### src/rtl/down_count_checker_sat_counter8.sv
// sat_counter8: 8-bit event counter that saturates at 8'hFF.
// Ports:
//   clk   - rising-edge clock
//   rst   - synchronous active-high reset, clears count
//   clear - synchronous clear of count, wins over inc
//   inc   - add one to count this cycle (ignored once saturated)
//   count - current count value
module sat_counter8 (
   input  logic       clk,
   input  logic       rst,
   input  logic       clear,
   input  logic       inc,
   output logic [7:0] count
);

   always_ff @(posedge clk) begin
      if (rst || clear) begin
         count <= 8'd0;
      end else if (inc && (count != 8'hFF)) begin
         count <= count + 8'd1;
      end
   end

endmodule

### config.mk
export PLATFORM = sky130hd
export DESIGN_NAME = sat_counter8
export DESIGN_NICKNAME = d
export VERILOG_FILES = /design/src/rtl/down_count_checker_sat_counter8.sv
export SDC_FILE = /design/constraint.sdc
export NUM_CORES = 1
export LEC_CHECK = 0
export CORE_AREA = 8 8 45 47
export CTS_BUF_LIST = sky130_fd_sc_hd__clkbuf_4 sky130_fd_sc_hd__clkbuf_8
export CTS_CLUSTER_DIAMETER = 60
export DETAILED_ROUTE_END_ITERATION = 16
export DIE_AREA = 0 0 53 55
export GPL_ROUTABILITY_DRIVEN = 1
export GPL_TIMING_DRIVEN = 0
export MAX_ROUTING_LAYER = met4
export PLACE_DENSITY = 0.63
export SLEW_MARGIN = 0
export SYNTH_ARGS = -nofsm -noshare
export SYNTH_HDL_FRONTEND = slang
export SYNTH_SLANG_ARGS = --single-unit
### constraint.sdc
create_clock -name clk -period 1.5 [get_ports clk]
set_input_delay 0.15 -clock clk [delete_from_list [all_inputs] [get_ports clk]]
set_output_delay 0.15 -clock clk [all_outputs]
set_load 0.05 [all_outputs]
* After elaboration in Yosys (flattened, before gate mapping)
Index checks and enable logic that the tools add are counted.
** Word-level totals
- Input bits :: 4
- Logic and storage cells :: 5
- Output and inout port bits :: 8
- Register bits after elaboration :: 8
** Operators by class
- Reductions and logical operators :: 2
- $add $sub $neg :: 1
- Equality and inequality tests :: 1
** Operators with widths (number)
- $add 8x1->8 const B :: 1
- $ne 8x8->1 const B :: 1
- $logic_and 1x1->1 :: 1
- $logic_or 1x1->1 :: 1

* Longest topological paths before layout
Gate-level depths: netlist of the first run.
- Word-level depth :: 2
- Mapped depth :: 4
- Mapped depth without buffers :: 4

* Worst setup path after synthesis of the first run
Ideal clock, no wire load.
- Kind :: register to register
- From :: reg count[0]
- To :: reg count[6]
- Stages on the path, launching flop included :: 5
- Arrival :: 1.639 ns
- Required time :: 1.385 ns
- Period minus slack after synthesis :: 1.754 ns
- Setup slack :: -0.254 ns
- Setup time :: 0.115 ns
- Buffers on the path :: 0
- Cell sequence :: dfxtp_1 -> ha_1 -> nand3_1 -> or4_1 -> and3_1
** Between the ends
- Longest elaborated chain between the ends :: 2
- Elaborated cells on any way between the ends :: 3
- Those cells by class :: 1 x add/sub; 1 x eq/ne; 1 x reduce/logical
** Ends and longest elaborated chain
- start, declared :: RTL line 13 : output logic [7:0] count
- start signal, assigned :: RTL line 20 : count <= count + 8'd1;
- parallel branches: the longest is 2 deep, another holds $add 8x1->8
Several ways; the timed one is not identified.
A chain may end at the register's enable or synchronous reset.

* Worst setup path after layout of the first run
- From :: reg count[7]
- To :: out count[7]
No word-level cell between the ends.

==> results of run 1 <==
-- stage by stage --
step	power, mW	hold slack [ps]	instances
global placement	0.2536	478.4	75
CTS	0.4602	490.6	79
detailed placement	0.2535	483.1	75
global route	0.4811	518.3	79
finish	0.4516	487.8	79
floorplan	0.2359	220.6	48
-- synthesized netlist by cell type --
library cell	number	area, um2
and3b_1	2	17.52
nor4_1	1	6.260
a21boi_0	1	7.510
and4_1	1	8.760
and2_2	1	7.510
or3_1	2	12.51
or4_1	1	7.510
mux2i_1	4	40.04
o21ai_0	1	5.000
o2111ai_1	1	8.760
nor2_1	1	3.750
or3_2	1	7.510
buf_2	1	5.000
nand2_1	7	26.28
a21boi_2	1	11.26
dfxtp_1	8	160.2
inv_1	1	3.750
a21oi_1	5	25.02
ha_1	1	12.51
nand4_1	2	12.51
and4_2	1	10.01
nand3_1	2	10.01
and3_1	2	12.51
-- cell families (layout without fill, tap and decap cells) --
| family | Yosys count | after routing | share of synthesized area (%) |
|---|---|---|---|
| mux | 4 | 4 | 9.496 |
| flops | 8 | 8 | 37.98 |
| buf+inv | 2 | 17 | 2.075 |
| fa+ha+maj | 1 | 1 | 2.967 |
| compound gates | 9 | 9 | 13.65 |
| simple gates | 24 | 24 | 33.83 |
-- worst max-delay path by stage --
stage / from / end / cells after the start / slack [ps]
after detailed placement: inc / count[3] / 4 / -90
after floorplan: count[0] / count[6] / 4 / 50
after global placement: inc / count[3] / 4 / -70
after CTS: count[7] / count[7] / 1 / 50
after global routing: count[7] / count[7] / 1 / 1
final: count[7] / count[7] / 1 / 60
-- placed cells by master, fill, tap and decap left out, types with 2 or more instances in the layout --
cell type        n
nand3_1          2
mux2i_1          4
clkdlybuf4s50_1  3
a21oi_1          5
dfxtp_2          5
or3_1            2
nand2_1          7
nand4_1          2
clkbuf_4         4
dfxtp_4          2
and3_1           2
and3b_1          2
dlygate4sd2_1    8
-- cell type report --
class	instances	area share, %
Sequential cell	8	29.70
Buffer	1	0.8547
Inverter	1	0.6410
Timing Repair Buffer	11	17.09
Multi-Input combinational cell	38	43.16
Tap cell	16	3.419
Clock buffer	4	5.128
-- routing by layer --
layer / global-route usage, % / vias to the layer above
met5: - / -
met3: 3.209 / 4
met1: 8.994 / 196
met4: 7.759 / 0
met2: 12.89 / 11
li1: - / 212
-- where the power goes --
part / total [mW] / internal [mW] / switching [mW] / leakage (nW)
combinational: 0.0330 / 0.0148 / 0.0182 / 0.176
sequential: 0.214 / 0.212 / 0.00194 / 0.0687
clock: 0.205 / 0.121 / 0.0842 / 0.0184
total: 0.452 / 0.347 / 0.104 / 0.263
-- timing repair --
item,in CTS,in global routing
endpoints found under the setup margin,8,0
hold endpoints to repair,0,0
setup buffers,0,0
resized for setup,8,0
==> metrics.yaml, run 1 <==
met1_length_um: 456
holdPathEnd: "count[4]"
areaGrowthSynthToFinish_pct: 38.87
routed.top_layer: "met4"
regArea_um2: 173.9
top_register: "count"
arrival_ps: 1290
gp_congestion: 0.7685
wl_met3_um: 48
rows: 14
finalCritPeriodShare_pct: 96.20
cts_tree: "built"
io_pins: 12
min_from: "count[4]"
multi_input_area_um2: 252.7
slowest_delay_ps: 570
start_util_pct: 30.47
tightest_slew_ps: 494.1
syn-num-nets: 53
numCtsBuffers: 3
post-place-ws_ps: -88.34
syn_area_per_cell_um2: 8.784
rsz0062_at_grt: "false"
clock.fmax_mhz: 693.0
powerDensity_mw_per_mm2: 771.3
clkSinkCount: 8
fin_ws_ps: 57.02
root_buffer: "clkbuf_4"
worstSetupPathType: "reg -> out"
setup_violations: 0
maxSlewHeadroom_pct: 67.19
die_width_um: 53
nets: 69
yosys_warnings: 0
r2r-start: "count[0]"
cp_num_buf_inv: 1
tns_ps: 0
wl_per_cell_um: 13.01
antenna_left: 0
htree_num_levels: 1
grt_first_pass_wirelength_um: 1731
r2r_end: "count[6]"
leakage_nw: 0.2626
critPathRequiredTime_ps: 1350
ys_seq_area_share_pct: 37.98
r2r_slack_ps: 70
cp_max_fo: 8
hold_class: "reg -> reg"
syn-cell-area_um2: 421.7
antenna_found_initial: 0
core_area_mm2: 0.001384
ir_drop_v: 0.0002967
drv_cap: 0
largest_register_ffs: 8
cp-end-kind: "output port"
dr_wl_met2_um: 493
min_delay_path_depth: 2
io_buffers: 11
clk_pin_slew_worst_paths_ps: 60
antennaDiodeCount: 0
n_fill_cell: 141
drc: 0
clockBufferDepth: 2
grt_max_degree: 9
synthCells: 48
gr-total-overflow: 0
hold_buffers: 0
via_per_inst: 5.354
r2r_cells: 4
largestRegisters: "count: 8 flops"
drv_slew: 0
first_global_vias: 381
drt-initial-drc-count: 21
period_minus_slack_ps: 1443
drtPass1Iterations: 4
synthDistinctLibCells: 23
dieArea_mm2: 0.002915
critPathLaunchType: "flip-flop"
final_util_pct: 42.31
finClkSkew_ps: 4.655
finalWirelength_um: 1028
yosys_register_bits: 8
track_usage_pct: 8.737
drive_gt1_share_pct: 25.40
slowest_stage: "dlygate4sd2_1"
design_area_um2: 585.6
crit_chain: "dlygate4sd2_1"
vias: 423
die_h_um: 55
dp_hpwl_um: 774.1
critPathTopFamily: "buffers and inverters"
clk_latency_ps: 260
placedInstanceArea_um2: 565.5
status: "finished clean"
finalHoldViolations: 0
Note: power is estimated with default switching activity, not from simulation.
==> run 2: changes to the inputs <==
- GPL_ROUTABILITY_DRIVEN: 1 -> 0
==> results of run 2 <==
Final layout, timing and power as in run 1 (identical DEF).
